===== config.mk =====
export PLATFORM = sky130hd
export DESIGN_NAME = result_arb_mux_flat
export DESIGN_NICKNAME = d
export VERILOG_FILES = /design/src/rtl/result_arb_mux_if.sv /design/src/rtl/result_arb_mux.sv /design/src/flat_wrapper.sv
export SDC_FILE = /design/constraint.sdc
export NUM_CORES = 1
export LEC_CHECK = 0
export CAP_MARGIN = 20
export CORE_AREA = 2 2 237 239
export CTS_CLUSTER_SIZE = 28
export DETAILED_ROUTE_END_ITERATION = 16
export DIE_AREA = 0 0 239 241
export SYNTH_ARGS = -nofsm -noshare
export SYNTH_HDL_FRONTEND = slang
export SYNTH_SLANG_ARGS = --single-unit
export TNS_END_PERCENT = 10

===== constraint.sdc =====
create_clock -name clk -period 4.84 [get_ports clk]
set_input_delay 0.726 -clock clk [delete_from_list [all_inputs] [get_ports clk]]
set_output_delay 0.726 -clock clk [all_outputs]
set_load 0.05 [all_outputs]

===== src/rtl/result_arb_mux_if.sv =====
// Channel bundle for result_arb_mux: N producer channels in, one registered result out.
interface result_arb_mux_if #(
    parameter int W  = 64,
    parameter int N  = 8,
    parameter int SW = $clog2(N)
);
    logic [N*W-1:0] in_data;
    logic [N-1:0]   in_valid;
    logic [N-1:0]   in_ready;
    logic           mode;
    logic [SW-1:0]  sel;
    logic [W-1:0]   out_data;
    logic [SW-1:0]  out_chan;
    logic           out_valid;
    logic           out_ready;

    modport master (
        output in_data, in_valid, mode, sel, out_ready,
        input  in_ready, out_data, out_chan, out_valid
    );

    modport slave (
        input  in_data, in_valid, mode, sel, out_ready,
        output in_ready, out_data, out_chan, out_valid
    );
endinterface


===== src/rtl/result_arb_mux.sv =====
// N-to-1 result multiplexer with direct or round-robin selection feeding a single
// registered output slot that reloads in the same edge it is drained.
module result_arb_mux #(
    parameter int W  = 64,
    parameter int N  = 8,
    parameter int SW = $clog2(N)
) (
    input logic            clk,
    input logic            rst_b,
    result_arb_mux_if.slave bus
);
    typedef enum logic {EMPTY, FULL} state_e;

    state_e        state_q, state_d;
    logic [W-1:0]  data_q, data_d;
    logic [SW-1:0] chan_q, chan_d;
    logic [SW-1:0] ptr_q, ptr_d;

    logic          loadEn;
    logic          grantValid;
    logic [SW-1:0] grantIdx;
    logic [N-1:0]  readyVec;
    int            idx;

    assign loadEn = (state_q == EMPTY) || bus.out_ready;

    // Direct mode ignores out-of-range sel; round-robin scans upward from ptr with wrap.
    always_comb begin
        grantValid = 1'b0;
        grantIdx   = '0;
        idx        = 0;
        if (!bus.mode) begin
            if (int'(bus.sel) < N) begin
                if (bus.in_valid[bus.sel]) begin
                    grantValid = 1'b1;
                    grantIdx   = bus.sel;
                end
            end
        end else begin
            for (int k = 0; k < N; k++) begin
                idx = int'(ptr_q) + k;
                if (idx >= N) idx = idx - N;
                if (!grantValid && bus.in_valid[idx]) begin
                    grantValid = 1'b1;
                    grantIdx   = SW'(idx);
                end
            end
        end
    end

    always_comb begin
        readyVec = '0;
        if (rst_b && loadEn && grantValid) readyVec[grantIdx] = 1'b1;
    end

    assign bus.in_ready = readyVec;

    always_comb begin
        state_d = state_q;
        data_d  = data_q;
        chan_d  = chan_q;
        ptr_d   = ptr_q;
        if (loadEn) begin
            if (grantValid) begin
                state_d = FULL;
                data_d  = bus.in_data[int'(grantIdx)*W +: W];
                chan_d  = grantIdx;
                if (bus.mode) ptr_d = (int'(grantIdx) == N-1) ? '0 : grantIdx + SW'(1);
            end else begin
                // Drained with nothing to replace it: data and channel keep their last values.
                state_d = EMPTY;
            end
        end
    end

    always_ff @(posedge clk or negedge rst_b) begin
        if (!rst_b) begin
            state_q <= EMPTY;
            data_q  <= '0;
            chan_q  <= '0;
            ptr_q   <= '0;
        end else begin
            state_q <= state_d;
            data_q  <= data_d;
            chan_q  <= chan_d;
            ptr_q   <= ptr_d;
        end
    end

    assign bus.out_valid = (state_q == FULL);
    assign bus.out_data  = data_q;
    assign bus.out_chan  = chan_q;
endmodule


===== src/flat_wrapper.sv =====
// flat-port wrapper written by rule: the top's interface ports become plain ports
module result_arb_mux_flat 
#(
    parameter int W  = 64,
    parameter int N  = 8,
    parameter int SW = $clog2(N)
)
  (clk, rst_b, bus_in_data, bus_in_valid, bus_mode, bus_sel, bus_out_ready, bus_in_ready, bus_out_data, bus_out_chan, bus_out_valid);
  result_arb_mux_if #(.W(W), .N(N), .SW(SW)) bus_i ();
  input logic clk;
  input logic rst_b;
  input wire logic [$bits(bus_i.in_data)-1:0] bus_in_data;
  input wire logic [$bits(bus_i.in_valid)-1:0] bus_in_valid;
  input wire logic [$bits(bus_i.mode)-1:0] bus_mode;
  input wire logic [$bits(bus_i.sel)-1:0] bus_sel;
  input wire logic [$bits(bus_i.out_ready)-1:0] bus_out_ready;
  output wire logic [$bits(bus_i.in_ready)-1:0] bus_in_ready;
  output wire logic [$bits(bus_i.out_data)-1:0] bus_out_data;
  output wire logic [$bits(bus_i.out_chan)-1:0] bus_out_chan;
  output wire logic [$bits(bus_i.out_valid)-1:0] bus_out_valid;
  assign bus_i.in_data = bus_in_data;
  assign bus_i.in_valid = bus_in_valid;
  assign bus_i.mode = bus_mode;
  assign bus_i.sel = bus_sel;
  assign bus_i.out_ready = bus_out_ready;
  assign bus_in_ready = bus_i.in_ready;
  assign bus_out_data = bus_i.out_data;
  assign bus_out_chan = bus_i.out_chan;
  assign bus_out_valid = bus_i.out_valid;
  result_arb_mux #(.W(W), .N(N), .SW(SW)) u_core (.clk(clk), .rst_b(rst_b), .bus(bus_i));
endmodule

[Word level (Yosys, flattened, before mapping)]
Index checks and enable logic that the tools add are counted.
Storage, ports and cells
  flip-flop bits (word level): 71
  bits of input ports: 527
  output and inout bits: 76
  logic and storage cells: 136
Operators by class
  add/sub/neg operators: 16
  order comparisons: 19
  equal/unequal tests: 1
  shift operators: 1
  muxes and demuxes: 74
  bitwise gates (word level): 1
  reduce and logical (&&, ||, !) cells: 20
Operators by type and width (number)
  32-bit two-way mux: 16
  512-bit by 10-bit indexed part select with 64-bit output: 1
  32-bit by 5-bit less-than comparator with 1-bit output, second input constant: 8
  32-bit by 5-bit greater-or-equal comparator with 1-bit output, second input constant: 7
  32-bit by 5-bit subtractor with 32-bit output, second input constant: 7
  1-bit two-way mux: 36
  3-bit two-way mux: 11
  1-bit binary-select mux with 3-bit select: 9
  3-bit by 3-bit adder with 4-bit output, second input constant: 4
  1-bit logical AND: 10
  3-bit by 2-bit adder with 4-bit output, second input constant: 2
  3-bit by 4-bit less-than comparator with 1-bit output, second input constant: 2
  8-bit two-way mux: 1
  1-bit zero test: 7
  3-bit by 4-bit subtractor with 5-bit output, second input constant: 1
  3-bit by 1-bit adder with 4-bit output, second input constant: 1
  3-bit by 4-bit greater-or-equal comparator with 1-bit output, second input constant: 1
  3-bit by 1-bit adder with 3-bit output, second input constant: 1
  1-bit demux with 3-bit select: 1
  3-bit by 1-bit == test with 1-bit output, second input constant: 1
  3-bit by 1-bit greater-or-equal comparator with 1-bit output, second input constant: 1
  3-bit AND reduction: 1
  2-bit AND reduction: 1
  1-bit logical OR: 1
  1-bit inverter: 1

[Longest topological paths before layout]
Gate-level depths: netlist of the first run.
  depth after elaboration: 41
  mapped depth: 17
  gate-level depth less buffers: 13

[Worst setup path before layout of the first run]
Ideal clock, no wire load.
  kind: reg-to-output
  start point: reg u_core.ptr_q[0]
  end point: out bus_in_ready[4]
  arrival time: 4.471 ns
  required time: 4.114 ns
  setup slack: -0.357 ns
  stages on the path, launching flop included: 14
  path through: dfrtp_1 > buf_4 > inv_1 > ha_1 > buf_2 > mux4_2 > a21oi_1 > a22oi_1 > or3_4 > o31ai_4 > o21ai_1 > clkbuf_1 > clkbuf_1 > nor3_1
Between the ends
  cells in the longest elaborated chain, start to end: 41
  elaborated cells between the ends (all ways): 109
  those cells by class: add/sub: 15; order compare: 10; mux: 68; reduce/logical: 16
RTL lines
  start, declared: RTL line result_arb_mux.sv:17  | logic [SW-1:0] ptr_q, ptr_d;
  start signal, assigned: RTL line result_arb_mux.sv:86  | ptr_q <= ptr_d;
  branches (longest 40 deep; another with 32-bit by 5-bit subtractor with 32-bit output)
  8-bit two-way mux (*): RTL line result_arb_mux.sv:53  | if (rst_b && loadEn && grantValid) readyVec[grantIdx] = 1'b1;
  end, declared: RTL line flat_wrapper.sv:17  | output wire logic [$bits(bus_i.in_ready)-1:0] bus_in_ready;
Mark *: on every way between the ends. The select of a mux whose other input is x is not followed.

[Worst setup path in the final report of the first run]
  start point: in bus_in_valid[4]
  end point: out bus_in_ready[2]
Between the ends
  cells in the longest elaborated chain, start to end: 38
  elaborated cells between the ends (all ways): 74
  those cells by class: order compare: 2; mux: 56; reduce/logical: 16
RTL lines
  start, declared: RTL line flat_wrapper.sv:13  | input wire logic [$bits(bus_i.in_valid)-1:0] bus_in_valid;
  1-bit binary-select mux with 3-bit select: RTL line result_arb_mux.sv:43  | if (!grantValid && bus.in_valid[idx]) begin
  1-bit two-way mux (implied by the code) (2 in series): RTL line result_arb_mux.sv:43
  1-bit two-way mux: RTL line result_arb_mux.sv:43
  1-bit two-way mux: RTL line result_arb_mux.sv:32  | if (!bus.mode) begin
  1-bit zero test: RTL line result_arb_mux.sv:43
  1-bit logical AND: RTL line result_arb_mux.sv:43
  1-bit two-way mux: RTL line result_arb_mux.sv:43
  1-bit two-way mux: RTL line result_arb_mux.sv:32
  (+21 left out)
  1-bit logical AND: RTL line result_arb_mux.sv:43
  3-bit two-way mux: RTL line result_arb_mux.sv:43
  3-bit two-way mux: RTL line result_arb_mux.sv:32
  3-bit by 4-bit less-than comparator with 1-bit output (implied by the code) or 3-bit by 1-bit greater-or-equal comparator with 1-bit output (tied branches): RTL line result_arb_mux.sv:53
  1-bit logical AND (implied by the code): RTL line result_arb_mux.sv:53
  1-bit two-way mux (implied by the code): RTL line result_arb_mux.sv:53
  1-bit demux with 3-bit select
  8-bit two-way mux (*): RTL line result_arb_mux.sv:53
Mark *: on every way between the ends. The rest lies on a longest branch, timed or not. The select of a mux whose other input is x is not followed.

==> results of run 1 <==
-- area by class of cell --
type                            count  area [µm²]  share of cell area [%]
Clock inverter                      5       105.1                  0.6812
Multi-Input combinational cell    783        5751                   37.27
Inverter                            5       18.77                  0.1216
Tap cell                          704       880.8                   5.709
Sequential cell                    71        1777                   11.52
Clock buffer                       11       242.7                   1.573
Timing Repair Buffer              657        6654                   43.13
-- state kept, by name (all words and copies together), names as in the netlist --
name and cells:
u_core.bus.out_chan 3, u_core.ptr_q 3, u_core.bus.out_valid 1, u_core.bus.out_data 64
-- worst max-delay path, delay by kind of cell --
kind	cells	cell delay, ps
and+or+nand+nor	4	750
AOI/OAI and AO/OA	2	300
buffers and inverters	3	820
muxes	3	1290
-- per-layer routing --
| metal | track usage [%] | wire, µm | vias to the layer above |
|---|---|---|---|
| li1 | - | - | 4641 |
| met5 | 0 | 0 | - |
| met4 | 5.133 | 995 | 0 |
| met1 | 16.79 | 17330 | 4593 |
| met3 | 2.905 | 2854 | 50 |
| met2 | 27.02 | 23020 | 416 |
-- cells by family after synthesis --
group / after synthesis / synth area share [%]
muxes: 272 / 37.13
buffers and inverters: 84 / 5.038
DFF: 71 / 22.64
xor gates and xnor gates: 5 / 0.5581
and+or+nand+nor: 254 / 12.96
adders and majority gates: 3 / 0.4784
AOI/OAI and AO/OA: 249 / 21.19
-- metrics by stage --
stage | area, µm² | setup WS (ps) | utilization, % | hold WS, ps
2_1_floorplan | 7853 | -323.2 | - | 430.4
3_3_place_gp | 15060 | 104.5 | 27.45 | 465.5
3_5_place_dp | 15060 | -4.248 | 27.45 | 474.7
4_1_cts | 15410 | 39.41 | 28.08 | 191.1
5_1_grt | 15430 | 1.727 | 28.11 | 203.3
6_report | 15430 | 219.8 | 28.11 | 217.7
-- final timing paths --
kind	start	end	slack (ps)	cells past startpoint
worst max-delay path	bus_in_valid[4]	bus_in_ready[2]	220	12
worst min-delay path	rst_b	u_core.bus.out_data[43]	220	1
worst max register to register	u_core.ptr_q[1]	u_core.bus.out_data[27]	400	13
worst min register to register	u_core.bus.out_chan[2]	u_core.bus.out_chan[2]	480	2
max in group asynchronous	rst_b	u_core.bus.out_data[7]	3710	2
min in group clk	u_core.bus.out_chan[2]	u_core.bus.out_chan[2]	480	2
-- power by group --
group / total [W] / leakage [nW] / switching, W / internal [W]
sequential: 0.00107 / 0.876 / 0.000176 / 0.000890
clock: 0.000831 / 0.162 / 0.000313 / 0.000518
combinational: 0.00714 / 5.49 / 0.00407 / 0.00307
-- Yosys cell counts, types with 5 or more instances --
cell      count  area (µm²)
mux2_2        9       101.4
mux4_2       14       315.3
a31oi_1       7       43.79
o21ai_0      62       310.3
o211a_1       6       60.06
nor3_1        7       35.03
dfrtp_1      71        1777
a21oi_1      69       345.3
clkbuf_1     36       135.1
a311oi_1      6       52.55
nor2_1       14       52.55
a211oi_1      9       67.56
buf_4        10       75.07
buf_2        28       140.1
mux2i_1     247        2472
inv_1         5       18.77
nand2_1     213       799.5
a221o_1       6       60.06
a32oi_1       5       43.79
a211o_1      58       508.0
-- repair_timing --
action | CTS | global route
endpoints found under the setup margin | 0 | 9
resized for setup | 0 | 3
buffers inserted | 0 | 0
==> flow_metrics.tcl, run 1 <==
set metrics [dict create \
    status "finished clean" \
    syn_area_um2 7848 \
    start_util_pct 14.30 \
    hold_class "in2async" \
    viasPerCell 4.338 \
    io_buffers 602 \
    fillers 5897 \
    grt_pass1_wl_um 62940 \
    finalCriticalPeriod_ps 4620 \
    crit_path_max_incr_delay_ps 590 \
    drt-initial-drc-count 378 \
    rsz0062_at_grt "no" \
    postSynthCellCount 938 \
    overflow 0 \
    holdBufCountCts 0 \
    cp_cell_sequence "clkdlybuf4s50_1, mux4_2, mux2i_1, mux2_1, nor3_1, a2bb2oi_1, o211ai_1, and2_1, inv_1, nand3_1, nor3_1, buf_4" \
    fin_crit_sh_pct 95.46 \
    wl_per_cell_um 19.76 \
    p_leak_nw 6.528 \
    drv_cap 0 \
    worstPathMaxFanout 7 \
    syn_nets 1468 \
    first_pass_iters 5 \
    area_delta_synth_final_pct 96.60 \
    clk_latency_ps 370 \
    fmax_mhz 216.4 \
    globalplace.congestion 0.8712 \
    ys_types 52 \
    cp.required_ps 4110 \
    die_width_um 239 \
    num_rows 86 \
    synth_ff_type "dfrtp_1" \
    synth_warnings 0 \
    relSlewSlack_pct 43.72 \
    die_area_um2 57600 \
    endpoint_kind "output port" \
    drive_gt1_share_pct 7.507 \
    total_power_w 0.009036 \
    drc 0 \
    place_inst 2220 \
    final_max_slew_viol_count 0 \
    core_area_um2 54880 \
    antennaDiodeCount 0 \
    cpMaxStageDelayCell "mux4_2" \
    finalSetupViolCount 0 \
    p_per_area_nw_per_um2 585.7 \
    synthArstFlopShare_pct 100.0 \
    final_cell_mix "clkdlybuf4s50_1, mux2i_1, nand2_1, dfrtp_1, a21oi_1" \
    grt_usage_pct 14.67 \
    cpMostUsedCell "nor3_1" \
    grt_pass1_vias 10290 \
    fin_setup_tns_ps 0 \
    synth_seq_cells 71 \
    cts_buffer_depth 2 \
    final_cells 2236 \
    cts-htree-levels 3 \
    avgSynthCellArea_um2 8.366 \
    vdd_drop_max_mv 0.3544 \
    grt_max_degree 51 \
    synth_edf_count 0 \
    path_clk_slew_ps 70 \
    vias 9700 \
    die_h_um 241 \
    fin_nets 2057 \
    final_antenna_net_count 0 \
    post-dp-hpwl_um 36870 \
    worstMarginPinSlew_ps 840.3 \
    fin_skew_ps 8.635 \
    timing_hold_violations_final 0 \
    wirelength_um 44190 \
    synth-seq-area-share_pct 22.64 \
    pin_count 603 \
    cp_data_arrival_time_ps 3890 \
    antenna_found_initial 4 \
    startpoint_type "input port" \
    clock_sinks 71 \
    crit_type "in2out" \
    cts_buffers 9 \
    final_common_cell "clkdlybuf4s50_1" \
    tritoncts "yes" \
    cts-root-buf "clkbuf_16" \
]
(Power assumes the default switching activity.)
==> run 2, diff against run 1 <==
- ABC_AREA: default -> 1
- CORE_AREA: 2 2 237 239 -> 2 2 232 234
- DIE_AREA: 0 0 239 241 -> 0 0 234 236
==> run 2 against run 1 <==
Against the previous run: via count is 32% higher; synthesized cell count is 93% higher; maximum frequency is 7.5% higher; global-route usage is 1.9 points higher; design area is 5.2% higher; clock-buffer cell count stayed put; area after synthesis is 17% higher; non-clock buffer count is 31 lower; sequential power hardly changed; combinational power is 13% higher; largest cell class is now multi-input gates.
==> flow_metrics.tcl, run 2 <==
set metrics [dict create \
    status "finished clean" \
    rsz0062_at_grt "no" \
    avgSynthCellArea_um2 5.081 \
    cpMaxStageDelayCell "dfrtp_1" \
    place_inst 3014 \
    cp.required_ps 4110 \
    cts_buffers 9 \
    io_buffers 602 \
    tritoncts "yes" \
    die_area_um2 55220 \
    relSlewSlack_pct 53.97 \
    crit_type "reg2out" \
    pin_count 603 \
    drt-initial-drc-count 541 \
    wirelength_um 47360 \
    hold_class "in2async" \
    p_leak_nw 7.970 \
    timing_hold_violations_final 0 \
    antenna_found_initial 0 \
    startpoint_type "flop" \
    vias 12830 \
    synth.top_cell.area_share_pct 39.38 \
    endpoint_kind "output port" \
    reg2reg_depth 21 \
    syn_area_um2 9216 \
    whs_ps 481.2 \
    synth_area_leaders "nand2_1, dfrtp_1, nand3_1, nor2_1, buf_2" \
    crit_path_max_incr_delay_ps 380 \
    largest_register_ffs 64 \
    final_common_cell "nand2_1" \
    num_rows 85 \
    synth_seq_cells 71 \
    path_clk_slew_ps 70 \
    fmax_mhz 232.7 \
    holdBufCountCts 0 \
    grt_usage_pct 16.59 \
    fin_nets 2859 \
    p_per_area_nw_per_um2 603.1 \
    die_h_um 236 \
    drv_cap 0 \
    finalSetupViolCount 0 \
    post-synth-top-count-cell "nand2_1" \
    final_cells 3029 \
    start_util_pct 17.37 \
    syn_nets 2344 \
    vdd_drop_max_mv 0.6631 \
    globalplace.congestion 0.8711 \
    synth_ff_type "dfrtp_1" \
    final_antenna_net_count 0 \
    fillers 5941 \
    r2r-end "u_core.bus.out_data[60]" \
    synth_warnings 0 \
    first_pass_iters 5 \
    antennaDiodeCount 0 \
    path_buf_inv 4 \
    drive_gt1_share_pct 3.386 \
    worstMarginPinSlew_ps 690.5 \
    grt_max_degree 105 \
    ys_top_cells_by_count "nand2_1, nand3_1, nor2_1" \
    fin_skew_ps 8.479 \
    critPathTopFamily "simple AND/OR/NAND/NOR gates" \
    fin_setup_tns_ps 0 \
    wl_per_cell_um 15.64 \
    synth_edf_count 0 \
    area_delta_synth_final_pct 76.17 \
    cts-htree-levels 3 \
    die_width_um 234 \
    synth_top_area_cell "nand2_1" \
    synthArstFlopShare_pct 100.0 \
    drc 0 \
    cts_buffer_depth 2 \
    worstPathMaxFanout 26 \
    clock_sinks 71 \
    ys_types 36 \
    reg2reg_from "u_core.ptr_q[0]" \
    cp_cell_sequence "inv_2, ha_1, inv_2, nand3_1, nand3_1, o21ai_1, nor2_4, nand4_2, nor2_4, nand3_2, nand2_1, nand2_1, nand2_8, nand2_8, inv_2, nand2_1, nor2_1, buf_12" \
    cts-root-buf "clkbuf_16" \
    final_cell_mix "nand2_1, clkdlybuf4s50_1, nand3_1, nor2_1, inv_1" \
    cp_data_arrival_time_ps 3570 \
    fin_crit_sh_pct 88.77 \
    finalCriticalPeriod_ps 4297 \
    synth-seq-area-share_pct 19.28 \
    overflow 0 \
    reg2reg_setup_slack_ps 1180 \
    post-dp-hpwl_um 34870 \
    cts_resized 0 \
    postSynthCellCount 1814 \
    final_max_slew_viol_count 0 \
    grt_pass1_wl_um 70730 \
    viasPerCell 4.234 \
    clk_latency_ps 370 \
    grt_pass1_vias 12370 \
    post_cts_buffers 0 \
    core_area_um2 53070 \
]
## run 2: cell types whose count changed after synthesis, sizes merged, moves of 49 or more
| cell | change |
|---|---|
| nand3 | +285 |
| mux2i | -248 |
| o21ai | -49 |
| a211o | -58 |
| nand2 | +756 |
| or2 | +64 |
| nor2 | +141 |
| inv | +93 |
| a21oi | -64 |
## run 2: worst max-delay path by stage
stage                 endpoint  slack (ps)            start  cells past startpoint
2_1_floorplan  bus_in_ready[4]         900  u_core.ptr_q[1]                     18
3_3_place_gp   bus_in_ready[6]         610  bus_in_valid[2]                     16
3_5_place_dp   bus_in_ready[0]         610  bus_in_valid[2]                     16
4_1_cts        bus_in_ready[0]         480  u_core.ptr_q[0]                     17
5_1_grt        bus_in_ready[1]         190  u_core.ptr_q[0]                     18
6_report       bus_in_ready[1]         540  u_core.ptr_q[0]                     18
## run 2: kinds of logic after synthesis
group                    after synthesis  synth area share, %
AO/OA/AOI/OAI                         25                1.643
buffers and inverters                221                10.85
XOR/XNOR                               4               0.7468
AND/OR/NAND/NOR                     1490                67.08
adder cells (fa/ha/maj)                3               0.4073
flip-flops                            71                19.28
## run 2: per-stage QoR
| stage | area [µm²] | setup slack, ps | power (W) | util, % |
|---|---|---|---|---|
| 6_report | 16240 | 543.4 | 0.009792 | 30.60 |
| 5_1_grt | 16240 | 189.6 | 0.01070 | 30.60 |
| 4_1_cts | 16240 | 483.4 | 0.009880 | 30.60 |
| 3_5_place_dp | 15970 | 606.9 | 0.009166 | 30.10 |
| 3_3_place_gp | 15970 | 612.7 | 0.009183 | 30.10 |
| 2_1_floorplan | 9216 | 898.4 | 0.006444 | - |
## run 2: final cells by class
type | count | area (µm²) | share of cell area (%)
flip-flops and latches | 71 | 1777 | 10.94
clock buffers | 11 | 242.7 | 1.495
clock inverters | 4 | 22.52 | 0.1387
multi-input cells | 1522 | 6504 | 40.06
inverters | 99 | 374.1 | 2.304
well taps | 696 | 870.8 | 5.363
repair buffers | 626 | 6446 | 39.70
## run 2: power by group
group	internal, W	switching [W]
registers	0.000900	0.000160
clock network	0.000356	0.000299
logic	0.00264	0.00544
## run 2: per-layer routing
metal  vias up  global-route usage, %  routed length (µm)
met1      5683                  20.07               20000
met3        63                  3.059                3164
met5         -                      0                   0
met4         0                  6.483                1468
li1       6613                      -                   -
met2       466                  28.75               22720
==> run 3, diff against run 2 <==
- REMOVE_ABC_BUFFERS: default -> 1
==> run 3 against run 2 <==
Against the previous run: global-route usage up 0.38 points; routed wire length is 0.36% higher; maximum frequency is 3.7% lower; clock skew is 5.0 ps higher; sequential power about the same; largest cell class unchanged.
==> flow_metrics.tcl, run 3 (synthesis gave the netlist of run 2 again) <==
set metrics [dict create \
    antennaDiodeCount 0 \
    power_frac_comb_pct 81.7 \
    cts_resized 0 \
    path_clk_slew_ps 70 \
    total_power_w 0.009848 \
    die_area_um2 55220 \
    startpoint_type "flop" \
    holdBufCountCts 0 \
    drt-initial-drc-count 677 \
    relSlewSlack_pct 56.13 \
    area_delta_synth_final_pct 75.86 \
    finalSetupViolCount 0 \
    fin_area_um2 16210 \
    drc 0 \
    cp_data_arrival_time_ps 3740 \
    grt_usage_pct 16.97 \
    pin_count 603 \
    first_pass_iters 7 \
    status "finished clean" \
    rsz0062_at_grt "no" \
    tritoncts "yes" \
    clk_latency_ps 370 \
    cp.required_ps 4110 \
    num_rows 85 \
    switching_share_pct 60.06 \
    drive_gt1_share_pct 3.179 \
    viasPerCell 4.253 \
    die_width_um 234 \
    reg2reg_from "u_core.ptr_q[0]" \
    fin_crit_sh_pct 92.21 \
    antenna_found_initial 2 \
    worstMarginPinSlew_ps 658.1 \
    power.switching_w 0.005914 \
    whs_ps 483.3 \
    dp_slack_ps 691.7 \
    fmax_mhz 224.1 \
    post-dp-hpwl_um 35460 \
    cts-root-buf "clkbuf_16" \
    post_cts_buffers 0 \
    vias 12860 \
    grt_max_degree 122 \
    clockPowerShare_pct 7.3 \
    cts_buffers 9 \
    p_leak_nw 7.950 \
    timing_hold_violations_final 0 \
    fin_skew_ps 13.53 \
    io_buffers 602 \
    crit_type "reg2out" \
    cts-htree-levels 3 \
    final_cell_mix "nand2_1, clkdlybuf4s50_1, nand3_1, nor2_1, inv_1" \
    cts_buffer_depth 2 \
    vdd_drop_max_mv 0.4929 \
    reg2reg_depth 21 \
    final_common_cell "nand2_1" \
    endpoint_kind "output port" \
    power_frac_seq_pct 11.0 \
    fin_ws_ps 376.8 \
    reg2reg_setup_slack_ps 820 \
    largest_register_ffs 64 \
    core_area_um2 53070 \
    wirelength_um 47530 \
    hold_class "in2async" \
    dpl-instance-area_um2 15910 \
    wl_per_cell_um 15.72 \
    grt_pass1_wl_um 71990 \
    final_max_slew_viol_count 0 \
    r2r-end "u_core.bus.out_data[35]" \
    drv_cap 0 \
    final_antenna_net_count 0 \
    grt_pass1_vias 12570 \
    die_h_um 236 \
    overflow 0 \
    worstPathMaxFanout 20 \
    finalCriticalPeriod_ps 4463 \
    start_util_pct 17.37 \
    internal_power_w 0.003933 \
    clock_sinks 71 \
    globalplace.congestion 0.8884 \
    p_per_area_nw_per_um2 607.6 \
    fin_nets 2854 \
]
run 3: cell count changes in the layout (fill, tap and decap cells not counted):
cell       delta
clkinv_2      -2
buf_4         -3
clkbuf_8      +1
bufinv_16     +1
buf_12        -2
run 3: worst max path at each step:
stage                               start         endpoint  slack, ps  cells after the start
after detailed placement  bus_in_valid[0]  bus_in_ready[5]        690                     17
after global placement    bus_in_valid[0]  bus_in_ready[5]        670                     17
after floorplan                bus_sel[0]  bus_in_ready[1]      -8940                     11
after global routing      u_core.ptr_q[0]  bus_in_ready[7]         30                     18
after CTS                 u_core.ptr_q[0]  bus_in_ready[5]        340                     18
final                     u_core.ptr_q[0]  bus_in_ready[5]        380                     18
run 3: metrics by stage:
stage                     utilization (%)  TNS [ps]  instances
after floorplan                         -   -591330       1692
after global placement              29.98         0       3009
after detailed placement            29.98         0       3009
after CTS                           30.54         0       3024
after global routing                30.54         0       3024
final                               30.54         0       3024
run 3: worst max-delay path, cell delays in order (launching register included):
cell     delay (ps)
dfrtp_1         440
inv_2           150
ha_1            440
inv_2           210
nand3_1         100
nand2_1         170
o21ai_1         150
nor2_4          140
nand4_2         140
nor2_4          200
nand3_2          90
nand2_1          70
nand2_1         120
nand2_8         140
nand2_8         120
inv_2           170
nand2_1         140
nor2_1          210
buf_12          170
run 3: area by class of cell:
type,count,area (µm²)
fillers,5935,36860
multi-input cells,1522,6504
repair buffers,621,6384
flip-flops and latches,71,1777
well taps,696,870.8
inverters,99,374.1
clock buffers,12,256.5
clock inverters,3,42.54
run 3: layer usage:
metal,part of all wire [%],routed length (µm),vias up,global-route usage [%]
li1,-,-,6605,-
met3,7.5,3574,81,4.654
met4,3.8,1826,4,7.135
met5,0.044,21,-,0
met2,47,22480,491,28.66
met1,41,19620,5679,20.03
run 3: power by group through the flow:
| stage | Clock, W | Combinational, W | Sequential, W |
|---|---|---|---|
| after floorplan | 0 | 0.00414 | 0.00206 |
| after global placement | 0 | 0.00813 | 0.00108 |
| after detailed placement | 0 | 0.00810 | 0.00109 |
| after CTS | 0.000765 | 0.00812 | 0.00108 |
| after global routing | 0.000784 | 0.00891 | 0.00112 |
| final | 0.000722 | 0.00805 | 0.00108 |
==> RTL change: new RTL, settings of run 1 <==
Reset style: synchronous (`rst_b`), changed in one clocked block.
--- a/src/rtl/result_arb_mux.sv
+++ b/src/rtl/result_arb_mux.sv
@@ -73,7 +73,7 @@
         end
     end
 
-    always_ff @(posedge clk or negedge rst_b) begin
+    always_ff @(posedge clk) begin
         if (!rst_b) begin
             state_q <= EMPTY;
             data_q  <= '0;
Function: changed (a bounded check fails within 4 cycles, from zero or initial values and one cycle with rst_b low; the reset may be asserted at any time).
==> RTL change against run 1 <==
Worst setup slack worse by 0.097 ns; global-route usage is 2.2 points higher; sequential cell count did not move; worst hold slack better by 0.24 ns; total power is 36% lower; count of clock-buffer cells in the layout grew 3; design area is 3.5% higher; area after synthesis rose by 11%; wire length grew 17%; critical path depth shrank 1.
==> RTL change: results (changes against run 1) <==
<table>
<tr><th>Metric</th><th>Value</th></tr>
<tr><th colspan="2">Drt</th></tr>
<tr><td>Detail-routed net length per standard cell</td><td>22.38 µm (was 19.76 µm)</td></tr>
<tr><th colspan="2">Status</th></tr>
<tr><td>Result of the run</td><td>finished, final reports clean (unchanged)</td></tr>
<tr><th colspan="2">Place</th></tr>
<tr><td>HPWL after detailed placement</td><td>40030 µm (was 36870 µm)</td></tr>
<tr><td>Routability congestion estimate</td><td>0.8672 (was 0.8712)</td></tr>
<tr><th colspan="2">Global route</th></tr>
<tr><td>Largest net degree at the start of global routing</td><td>131 (was 51)</td></tr>
<tr><td>Initial antenna violation count</td><td>6 (was 4)</td></tr>
<tr><td>Met3 Use GR</td><td>0.03546 (was 0.02905)</td></tr>
<tr><td>Global-route track usage on met2</td><td>0.2999 (was 0.2702)</td></tr>
<tr><td>Wire length of the first global-routing pass</td><td>72250 µm (was 62940 µm)</td></tr>
<tr><th colspan="2">STA</th></tr>
<tr><td>Worst clock skew</td><td>0.01198 ns (was 0.008635 ns)</td></tr>
<tr><th colspan="2">Synth</th></tr>
<tr><td>Number of instances in the synthesized netlist</td><td>1071 (was 938)</td></tr>
<tr><td>Largest cells by area after synthesis</td><td>sky130_fd_sc_hd__dfxtp_1, sky130_fd_sc_hd__a21boi_0, sky130_fd_sc_hd__mux2_2, sky130_fd_sc_hd__and3_1, sky130_fd_sc_hd__mux2i_1 (was sky130_fd_sc_hd__mux2i_1, sky130_fd_sc_hd__dfrtp_1, sky130_fd_sc_hd__nand2_1, sky130_fd_sc_hd__a211o_1, sky130_fd_sc_hd__a21oi_1)</td></tr>
<tr><td>Prevailing post-synth register cell</td><td>sky130_fd_sc_hd__dfxtp_1 (was sky130_fd_sc_hd__dfrtp_1)</td></tr>
<tr><td>Synthesized Nets</td><td>1601 (was 1468)</td></tr>
<tr><th colspan="2">Critical path</th></tr>
<tr><td>Critical path's largest stage delay</td><td>0.55 ns (was 0.59 ns)</td></tr>
<tr><td>R2r setup slk</td><td>0.58 ns (was 0.40 ns)</td></tr>
<tr><th colspan="2">Finish</th></tr>
<tr><td>Number of fill cells in the layout</td><td>5842 (was 5897)</td></tr>
<tr><td>Ratio of cells with drive above 1 in the final layout</td><td>0.1128 (was 0.07507)</td></tr>
<tr><td>Layout Cells excl Fill</td><td>2310 (was 2236)</td></tr>
<tr><th colspan="2">Power</th></tr>
<tr><td>Leak</td><td>6.008 nW (was 6.528 nW)</td></tr>
</table>
## RTL change: cell count changes in the layout (fill, tap and decap cells not counted), moves of 64 or more
cell and change:
sky130_fd_sc_hd__dfrtp_1 -71, sky130_fd_sc_hd__o2111ai_1 +64, sky130_fd_sc_hd__nand2_1 -196, sky130_fd_sc_hd__a21boi_0 +129, sky130_fd_sc_hd__mux2_2 +69, sky130_fd_sc_hd__dfxtp_1 +71
sky130_fd_sc_hd__mux2i_1 -175, sky130_fd_sc_hd__o211ai_1 +64, sky130_fd_sc_hd__and3_1 +128
## RTL change: cells by family (layout without fill, tap and decap cells)
family | Yosys count | in the layout | share of synthesized area
simple gates | 197 | 197 | 0.1323
flops | 71 | 71 | 0.1626
buf+inv | 138 | 672 | 0.07387
other cells | 0 | 1 | 0
fa+ha+maj | 3 | 3 | 0.004295
compound gates | 495 | 495 | 0.4080
mux | 162 | 162 | 0.2139
xor+xnor | 5 | 5 | 0.005012
## RTL change: final cells by class
cell class	count	area [µm²]	area share
well taps	704	880.8	0.05514
flip-flops and latches	71	1421	0.08898
repair buffers	649	6559	0.4106
inverters	9	35.03	0.002193
diodes	1	2.502	0.0001567
clock buffers	14	284.0	0.01778
multi-input cells	862	6792	0.4252
## RTL change: worst paths after layout
kind	start	endpoint	cells past startpoint
worst min-delay path	u_core.bus.out_chan[2]	u_core.bus.out_chan[2]	2
worst min register to register	u_core.bus.out_chan[2]	u_core.bus.out_chan[2]	2
worst max register to register	u_core.ptr_q[0]	u_core.bus.out_data[22]	15
worst max-delay path	bus_in_valid[4]	bus_in_ready[1]	11
## RTL change: through the flow
| step | util | setup TNS, ns | hold slack (ns) | total power [mW] |
|---|---|---|---|---|
| floorplan | - | -1.148 | 0.5737 | 3.495 |
| global placement | 0.2852 | 0 | 0.4493 | 5.011 |
| detailed placement | 0.2852 | 0 | 0.4503 | 5.039 |
| CTS | 0.2904 | 0 | 0.4593 | 5.798 |
| global route | 0.2910 | 0 | 0.5021 | 6.082 |
| finish | 0.2911 | 0 | 0.4571 | 5.757 |
## RTL change: tightest hold or removal path: cells and delay by family, from the launching register on
kind,cells,cell delay (ns)
AO/OA/AOI/OAI,1,0.05
flip-flops,1,0.31
AND/OR/NAND/NOR,1,0.05
## RTL change: repair_timing
item                       4_1_cts  5_1_grt
setup endpoints to repair        0        7
hold endpoints to repair         0        0
gates resized for setup          0        7
## RTL change: metal layers
metal,part of all wire,up-vias
li1,-,5315
met1,0.41,5338
met2,0.50,538
met3,0.067,71
met4,0.028,6
met5,0.00068,-
## RTL change: where the power goes
group          switching (mW)  internal, mW
combinational            2.28          1.81
sequential              0.170         0.786
clock                   0.317         0.399
